--- config.mk ---
export PLATFORM = sky130hd
export DESIGN_NAME = pc_fetch_sequencer
export DESIGN_NICKNAME = d
export VERILOG_FILES = /design/src/rtl/pc_fetch_sequencer.sv
export SDC_FILE = /design/constraint.sdc
export NUM_CORES = 1
export LEC_CHECK = 0
export CAP_MARGIN = 20
export CELL_PAD_IN_SITES_DETAIL_PLACEMENT = 1
export CELL_PAD_IN_SITES_GLOBAL_PLACEMENT = 1
export CORE_MARGIN = 4
export CORE_UTILIZATION = 41
export CTS_CLUSTER_DIAMETER = 40
export DETAILED_ROUTE_END_ITERATION = 12
export HOLD_SLACK_MARGIN = 0.08
export PLACE_DENSITY_LB_ADDON = 0.1
export RECOVER_POWER = 50
export SLEW_MARGIN = 5
export SYNTH_ARGS = -nofsm -noshare
export SYNTH_HDL_FRONTEND = slang
export SYNTH_SLANG_ARGS = --single-unit
--- constraint.sdc ---
create_clock -name clk -period 2.7 [get_ports clk]
set_input_delay 0.675 -clock clk [delete_from_list [all_inputs] [get_ports clk]]
set_output_delay 0.675 -clock clk [all_outputs]
set_load 0.02 [all_outputs]
--- src/rtl/pc_fetch_sequencer.sv ---
// Fetch/issue sequencer downstream of the 8-bit program counter: fetches each
// instruction byte over req/ack, issues it over valid/ready, and steers the counter.
module pc_fetch_sequencer #(
    parameter int unsigned TIMEOUT_CYC = 15,
    parameter int unsigned SKIP_DIST   = 2
) (
    input  logic       clk,
    input  logic       rst,
    input  logic       run,
    input  logic [7:0] pc,
    input  logic       cond_in,
    output logic [7:0] mem_addr,
    output logic       mem_req,
    input  logic       mem_ack,
    input  logic [7:0] mem_rdata,
    output logic [7:0] instr,
    output logic       instr_valid,
    input  logic       instr_ready,
    output logic       pc_en,
    output logic       pc_load,
    output logic [7:0] pc_load_val,
    output logic       halted,
    output logic       err
);

    localparam int unsigned W  = 8;
    localparam int unsigned TW = 8;
    localparam logic [TW-1:0] TMO_LAST = TW'(TIMEOUT_CYC - 1);

    localparam logic [1:0] OPC_OP   = 2'b00;
    localparam logic [1:0] OPC_JMP  = 2'b01;
    localparam logic [1:0] OPC_SKIP = 2'b10;
    localparam logic [1:0] OPC_HALT = 2'b11;

    typedef enum logic [2:0] {
        S_IDLE, S_FETCH, S_DECODE, S_ISSUE, S_OPND, S_SETTLE, S_HALT, S_ERR
    } state_t;

    state_t        state, state_nx;
    logic [W-1:0]  ir, ir_nx;
    logic [TW-1:0] tmo, tmo_nx;
    logic [W-1:0]  mem_addr_nx, instr_nx, pc_load_val_nx;
    logic          mem_req_nx, instr_valid_nx, pc_en_nx, pc_load_nx, halted_nx, err_nx;
    logic [W-1:0]  settle_pc;

    // Value the counter will hold after the pulse currently on pc_en/pc_load lands.
    assign settle_pc = pc_load ? pc_load_val : (pc_en ? W'(pc + W'(1)) : pc);

    always_ff @(posedge clk) begin
        if (rst) begin
            state       <= S_IDLE;
            ir          <= '0;
            tmo         <= '0;
            mem_addr    <= '0;
            mem_req     <= 1'b0;
            instr       <= '0;
            instr_valid <= 1'b0;
            pc_en       <= 1'b0;
            pc_load     <= 1'b0;
            pc_load_val <= '0;
            halted      <= 1'b0;
            err         <= 1'b0;
        end else begin
            state       <= state_nx;
            ir          <= ir_nx;
            tmo         <= tmo_nx;
            mem_addr    <= mem_addr_nx;
            mem_req     <= mem_req_nx;
            instr       <= instr_nx;
            instr_valid <= instr_valid_nx;
            pc_en       <= pc_en_nx;
            pc_load     <= pc_load_nx;
            pc_load_val <= pc_load_val_nx;
            halted      <= halted_nx;
            err         <= err_nx;
        end
    end

    // Next state plus next value of every registered output.
    always_comb begin
        state_nx       = state;
        ir_nx          = ir;
        tmo_nx         = tmo;
        mem_addr_nx    = mem_addr;
        mem_req_nx     = 1'b0;
        instr_nx       = instr;
        instr_valid_nx = 1'b0;
        pc_en_nx       = 1'b0;
        pc_load_nx     = 1'b0;
        pc_load_val_nx = pc_load_val;
        halted_nx      = halted;
        err_nx         = err;

        case (state)
            S_IDLE: begin
                if (run) begin
                    state_nx    = S_FETCH;
                    mem_req_nx  = 1'b1;
                    mem_addr_nx = pc;
                    tmo_nx      = '0;
                end
            end
            S_FETCH: begin
                if (mem_ack) begin
                    ir_nx    = mem_rdata;
                    state_nx = S_DECODE;
                end else if (tmo == TMO_LAST) begin
                    state_nx = S_ERR;
                    err_nx   = 1'b1;
                end else begin
                    mem_req_nx = 1'b1;
                    tmo_nx     = TW'(tmo + TW'(1));
                end
            end
            S_DECODE: begin
                case (ir[7:6])
                    OPC_OP: begin
                        state_nx       = S_ISSUE;
                        instr_valid_nx = 1'b1;
                        instr_nx       = ir;
                    end
                    OPC_JMP: begin
                        state_nx    = S_OPND;
                        mem_req_nx  = 1'b1;
                        mem_addr_nx = W'(pc + W'(1));
                        tmo_nx      = '0;
                    end
                    OPC_SKIP: begin
                        state_nx = S_SETTLE;
                        if (cond_in) begin
                            pc_load_nx     = 1'b1;
                            pc_load_val_nx = W'(pc + W'(SKIP_DIST));
                        end else begin
                            pc_en_nx = 1'b1;
                        end
                    end
                    OPC_HALT: begin
                        state_nx  = S_HALT;
                        halted_nx = 1'b1;
                    end
                endcase
            end
            S_ISSUE: begin
                if (instr_ready) begin
                    state_nx = S_SETTLE;
                    pc_en_nx = 1'b1;
                end else begin
                    instr_valid_nx = 1'b1;
                end
            end
            S_OPND: begin
                if (mem_ack) begin
                    state_nx       = S_SETTLE;
                    pc_load_nx     = 1'b1;
                    pc_load_val_nx = mem_rdata;
                end else if (tmo == TMO_LAST) begin
                    state_nx = S_ERR;
                    err_nx   = 1'b1;
                end else begin
                    mem_req_nx = 1'b1;
                    tmo_nx     = TW'(tmo + TW'(1));
                end
            end
            S_SETTLE: begin
                if (run) begin
                    state_nx    = S_FETCH;
                    mem_req_nx  = 1'b1;
                    mem_addr_nx = settle_pc;
                    tmo_nx      = '0;
                end else begin
                    state_nx = S_IDLE;
                end
            end
            S_HALT: ;
            S_ERR: ;
            default: state_nx = S_IDLE;
        endcase
    end

endmodule
# After elaboration in Yosys (flattened, before gate mapping)

Index checks and enable logic that the tools add are counted.
W data, S select, Z words.

Add/sub/neg operators: 3
Eq/ne operators: 19
Muxes and demuxes: 39
Bitwise logic cells: 1
Reduce and logical (&&, ||, !) cells: 16

Operators by type and width:

| kind                  | number |
|---|---|
| $mux W8               | 12 |
| $pmux W8 S3           | 2 |
| $pmux W3 S6           | 1 |
| $add A8 B1 Y8 const B | 2 |
| $ne A2 B2 Y1 const B  | 8 |
| $pmux W8 S2           | 1 |
| $mux W3               | 5 |
| $mux W1               | 13 |
| $pmux W3 S4           | 1 |
| $add A8 B2 Y8 const B | 1 |
| $eq A8 B4 Y1 const B  | 1 |
| $reduce_and A4 Y1     | 2 |
| $eq A3 B2 Y1 const B  | 2 |
| $eq A3 B3 Y1 const B  | 2 |
| $pmux W1 S2           | 3 |
| $reduce_and A2 Y1     | 3 |
| $reduce_and A3 Y1     | 2 |
| $reduce_bool A3 Y1    | 2 |
| $reduce_bool A6 Y1    | 1 |
| $reduce_and A5 Y1     | 1 |
| $eq A2 B2 Y1 const B  | 2 |
| $ne A2 B1 Y1 const B  | 2 |
| $reduce_or A2 Y1      | 2 |
| $eq A3 B1 Y1 const B  | 1 |
| 6 further kinds       | 6 |

Flip-flop bits (word level): 49
Output and inout bits: 30

# Longest topological paths before layout

Depth after elaboration: 5
Gate-level depth with buffers: 8
Depth with buffers taken out: 7

# Least setup slack after synthesis

Ideal clock, no wire load.

Kind: input to register
Start: input pc[3]
End: register pc_load_val[6]
Arrival: 1.847 ns
Data required time: 2.642 ns
Slack: 0.795 ns
Cell stages on the path: 7
Path buffers: 2
Cell sequence: clkbuf_2 and3_1 buf_2 nand3_1 xor2_1 a2111oi_0 a31o_2

Cells in the longest elaborated chain, start to end: 4

Ends and longest elaborated chain:

| what                   | line | text |
|---|---|---|
| start: declaration     | 10   | `input logic [7:0] pc,` |
| $add A8 B2 Y8          | 132  | `pc_load_val_nx = W'(pc + W'(SKIP_DIST));` |
| $mux W8                | 130  | `if (cond_in) begin` |
| $mux W8                | 116  | `case (ir[7:6])` |
| $pmux W8 S2            | 94   | `case (state)` |
| end signal: assignment | 73   | `pc_load_val <= pc_load_val_nx;` |
| end: declaration       | 21   | `output logic [7:0] pc_load_val,` |

Every way passes these cells. The select of a mux whose other input is x is not followed.
A chain may end at the register's enable or synchronous reset.

# Worst setup path in the final report

Start: register pc_load
End: output pc_load

RTL lines:

| what                     | line | text |
|---|---|---|
| start: declaration       | 20   | `output logic pc_load,` |
| start signal: assignment | 72   | `pc_load <= pc_load_nx;` |

No word-level cell between the ends.

==> impl_metrics.env <==
export IMPL_critical_path_buf_inv_count=1
export IMPL_firstDrtPassIters=4
export IMPL_ant_nets=0
export IMPL_place_congestion=0.8710
export IMPL_cts_hold_buffers=0
export IMPL_final_common_cell="dfxtp_1"
export IMPL_cts_resized=0
export IMPL_num_vias=2714
export IMPL_synth_cell_types=55
export IMPL_synth_flop_cell="dfxtp_1"
export IMPL_start_util_pct=42.92
export IMPL_seq_area_um2=980.9
export IMPL_cellPowerDensity_mw_per_mm2=445.6
export IMPL_critical_path_max_stage_delay_ps=720
export IMPL_post_cts_repair_setup_buffers=0
export IMPL_setup_viol=0
export IMPL_ctsLongestPathBuffers=2
export IMPL_die_area_mm2=0.008099
export IMPL_multi_input_area_mm2=0.001633
export IMPL_critPathCaptureType="output port"
export IMPL_ys_seq_area_share_pct=35.59
export IMPL_io_pins=52
export IMPL_fin_crit_sh_pct=88.27
export IMPL_synth_compound_area_share_pct=23.79
export IMPL_setup_tns_ps=0
export IMPL_clock_skew_final_ps=5.888
export IMPL_post_synth_top_area_cell="dfxtp_1"
export IMPL_power_total_mw=1.544
export IMPL_synthAdderAreaFrac_pct=4.085
export IMPL_min_path_cells=2
export IMPL_synth_edf_count=0
export IMPL_crit_arrival_ps=1710
export IMPL_fmax_ghz=0.4196
export IMPL_clock_latency_ps=310
export IMPL_syn_area_per_cell_um2=8.060
export IMPL_worstMarginPinSlew_ps=932.8
export IMPL_syn2layout_area_growth_pct=25.74
export IMPL_grt_max_degree=21
export IMPL_synthXorXnorAreaFrac_pct=3.450
export IMPL_synth_top_family_by_area="compound AO/OA/AOI/OAI gates"
export IMPL_ys_ff_latch=49
export IMPL_dpl_cell_area_mm2=0.003393
export IMPL_hold_end="instr[7]"
export IMPL_drt_initial_drc_count=140
export IMPL_reg2reg_depth=6
export IMPL_rsz0062_at_grt="no"
export IMPL_hpwl_um=6516
export IMPL_synthMuxAreaShare_pct=4.721
export IMPL_die_h_um=90.00
export IMPL_crit_start="pc_load"
export IMPL_drc_errors=0
export IMPL_worst_hold_path_type="flip-flop to flip-flop"
export IMPL_grt_usage_pct=21.35
export IMPL_drv_slew=0
export IMPL_wl_per_cell_um=17.92
export IMPL_cts_sinks=49
export IMPL_cp_top_family="buffers and inverters"
export IMPL_crit_type="flip-flop to output port"
export IMPL_max_cap_viol_count=0
export IMPL_cts_tree="yes"
export IMPL_async_reset_ff_share_pct=0
export IMPL_core_mm2=0.006422
export IMPL_slowest_stage="clkdlybuf4s50_1"
export IMPL_nFillCells=811
export IMPL_worstPathMaxFanout=13
export IMPL_most_common_layout_cells="49 x dfxtp_1, 46 x nand2_1, 37 x nor2_1"
export IMPL_synthTopCellsByArea="dfxtp_1 36%, nand2_1 6.3%, a21oi_1 5.4%, nor2_1 5.0%, mux2i_1 4.7%"
export IMPL_syn_cell_area_mm2=0.002756
export IMPL_hold_start="instr[7]"
export IMPL_cp_data_required_time_ps=2030
export IMPL_synth_simple_gate_area_share_pct=23.20
export IMPL_antenna_found_initial=0
export IMPL_routed_wl_um=8477
export IMPL_clk_pin_slew_ps=90
export IMPL_antennaDiodeCount=0
export IMPL_port_buffers=51
export IMPL_cts_root_buf="clkbuf_8"
export IMPL_fin_area_mm2=0.003466
export IMPL_finalCriticalPeriod_ps=2383
export IMPL_cts_htree_levels=2
export IMPL_vias_per_cell=5.738
export IMPL_grt_ovfl_total=0
export IMPL_vdd_ir_drop_max_mv=0.2424
export IMPL_rows=29
export IMPL_max_slew_margin_pct=37.81
export IMPL_finalHoldViolCount=0
export IMPL_synthesis_instances=342
export IMPL_numCtsBuffers=5
export IMPL_rr_endpoint="tmo[6]"
export IMPL_synth_fp_nets=373
export IMPL_dieWidth_um=90.00
export IMPL_r2r_slack_ps=640
export IMPL_netlist_area_leader_share_pct=35.59
export IMPL_drive_above_1_share_pct=7.576
export IMPL_grt_pass1_vias=2797
export IMPL_r2r_start="state[0]"
export IMPL_num_nets_final=426
export IMPL_ys_warn_count=0
export IMPL_grt_pass1_wl_um=14260
export IMPL_outcome="finished, final reports clean"
export IMPL_crit_chain="clkdlybuf4s50_1"
export IMPL_startpoint_type="flip-flop"
export IMPL_leakage_nw=1.238
==> layout make-up <==
class / instances / share of cell area (%)
multi-input combinational: 261 / 47.11
sequential: 49 / 28.30
timing repair buffer: 70 / 18.52
tap: 77 / 2.780
clock buffer: 7 / 2.202
inverter: 8 / 0.8664
clock inverter: 1 / 0.2166
==> registers in the layout, summed over array words and instances (netlist names), 3 cells and up <==
| register | count |
|---|---|
| ir | 8 |
| mem_addr | 8 |
| instr | 8 |
| tmo | 8 |
| state | 3 |
| pc_load_val | 8 |
==> metrics by stage <==
stage,hold slack (ps),instances,worst slack (ps),utilization (%)
global route,480.2,473,258.4,53.96
detailed placement,452.2,465,188.6,52.83
CTS,462.9,473,357.8,54.14
floorplan,431.2,342,794.7,-
finish,456.1,473,316.7,53.96
global placement,445.8,465,250.9,52.83
==> how the worst max path moves through the flow <==
| stage | to | slack, ps | depth (start not counted) |
|---|---|---|---|
| 5_1_grt | pc_load | 260 | 1 |
| 2_1_floorplan | pc_load_val[6] | 790 | 7 |
| 4_1_cts | pc_load | 360 | 1 |
| 3_3_place_gp | mem_addr[5] | 250 | 5 |
| 6_report | pc_load | 320 | 1 |
| 3_5_place_dp | pc_load_val[6] | 190 | 6 |
==> kinds of logic (layout without fill, tap and decap cells) <==
group,after synthesis,after routing
AO/OA/AOI/OAI,96,96
XOR/XNOR,10,10
adder cells (fa/ha/maj),9,9
buffers and inverters,32,86
flip-flops,49,49
multiplexers,13,13
AND/OR/NAND/NOR,133,133
==> report_power, final <==
| part | switching (mW) | total, mW | internal, mW |
|---|---|---|---|
| clock | 0.258 | 0.442 | 0.184 |
| sequential | 0.0261 | 0.776 | 0.750 |
| combinational | 0.186 | 0.326 | 0.140 |
==> worst reg2reg max path, delay by kind of cell, from the launching register on <==
kind | cells | cell delay [ps]
AOI/OAI and AO/OA | 1 | 160
xor gates and xnor gates | 1 | 100
buffers and inverters | 1 | 260
DFF | 1 | 570
and+or+nand+nor | 3 | 900
==> per-layer routing <==
metal | GRT usage [%] | wire length [um] | vias up
met5 | 0 | 0 | -
met4 | 4.592 | 74 | 0
met3 | 3.923 | 479 | 7
met2 | 34.71 | 3971 | 73
met1 | 29.62 | 3952 | 1300
li1 | - | - | 1334
==> synthesized netlist by cell type, types with 3 or more instances <==
cell type  count
dfxtp_1       49
nand2_1       46
nor2_1        37
a21oi_1       30
clkbuf_1      13
mux2i_1       13
nand3_1       12
o21ai_0       12
ha_1           9
a211oi_1       8
inv_1          8
a311oi_1       7
nor3_1         7
o211ai_1       7
a31oi_1        6
xor2_1         6
a21o_1         5
buf_2          5
and2_1         4
nand4_1        4
or3_1          4
and3_1         3
o31ai_1        3
xnor2_1        3
Power figures use the tool's default switching activity.
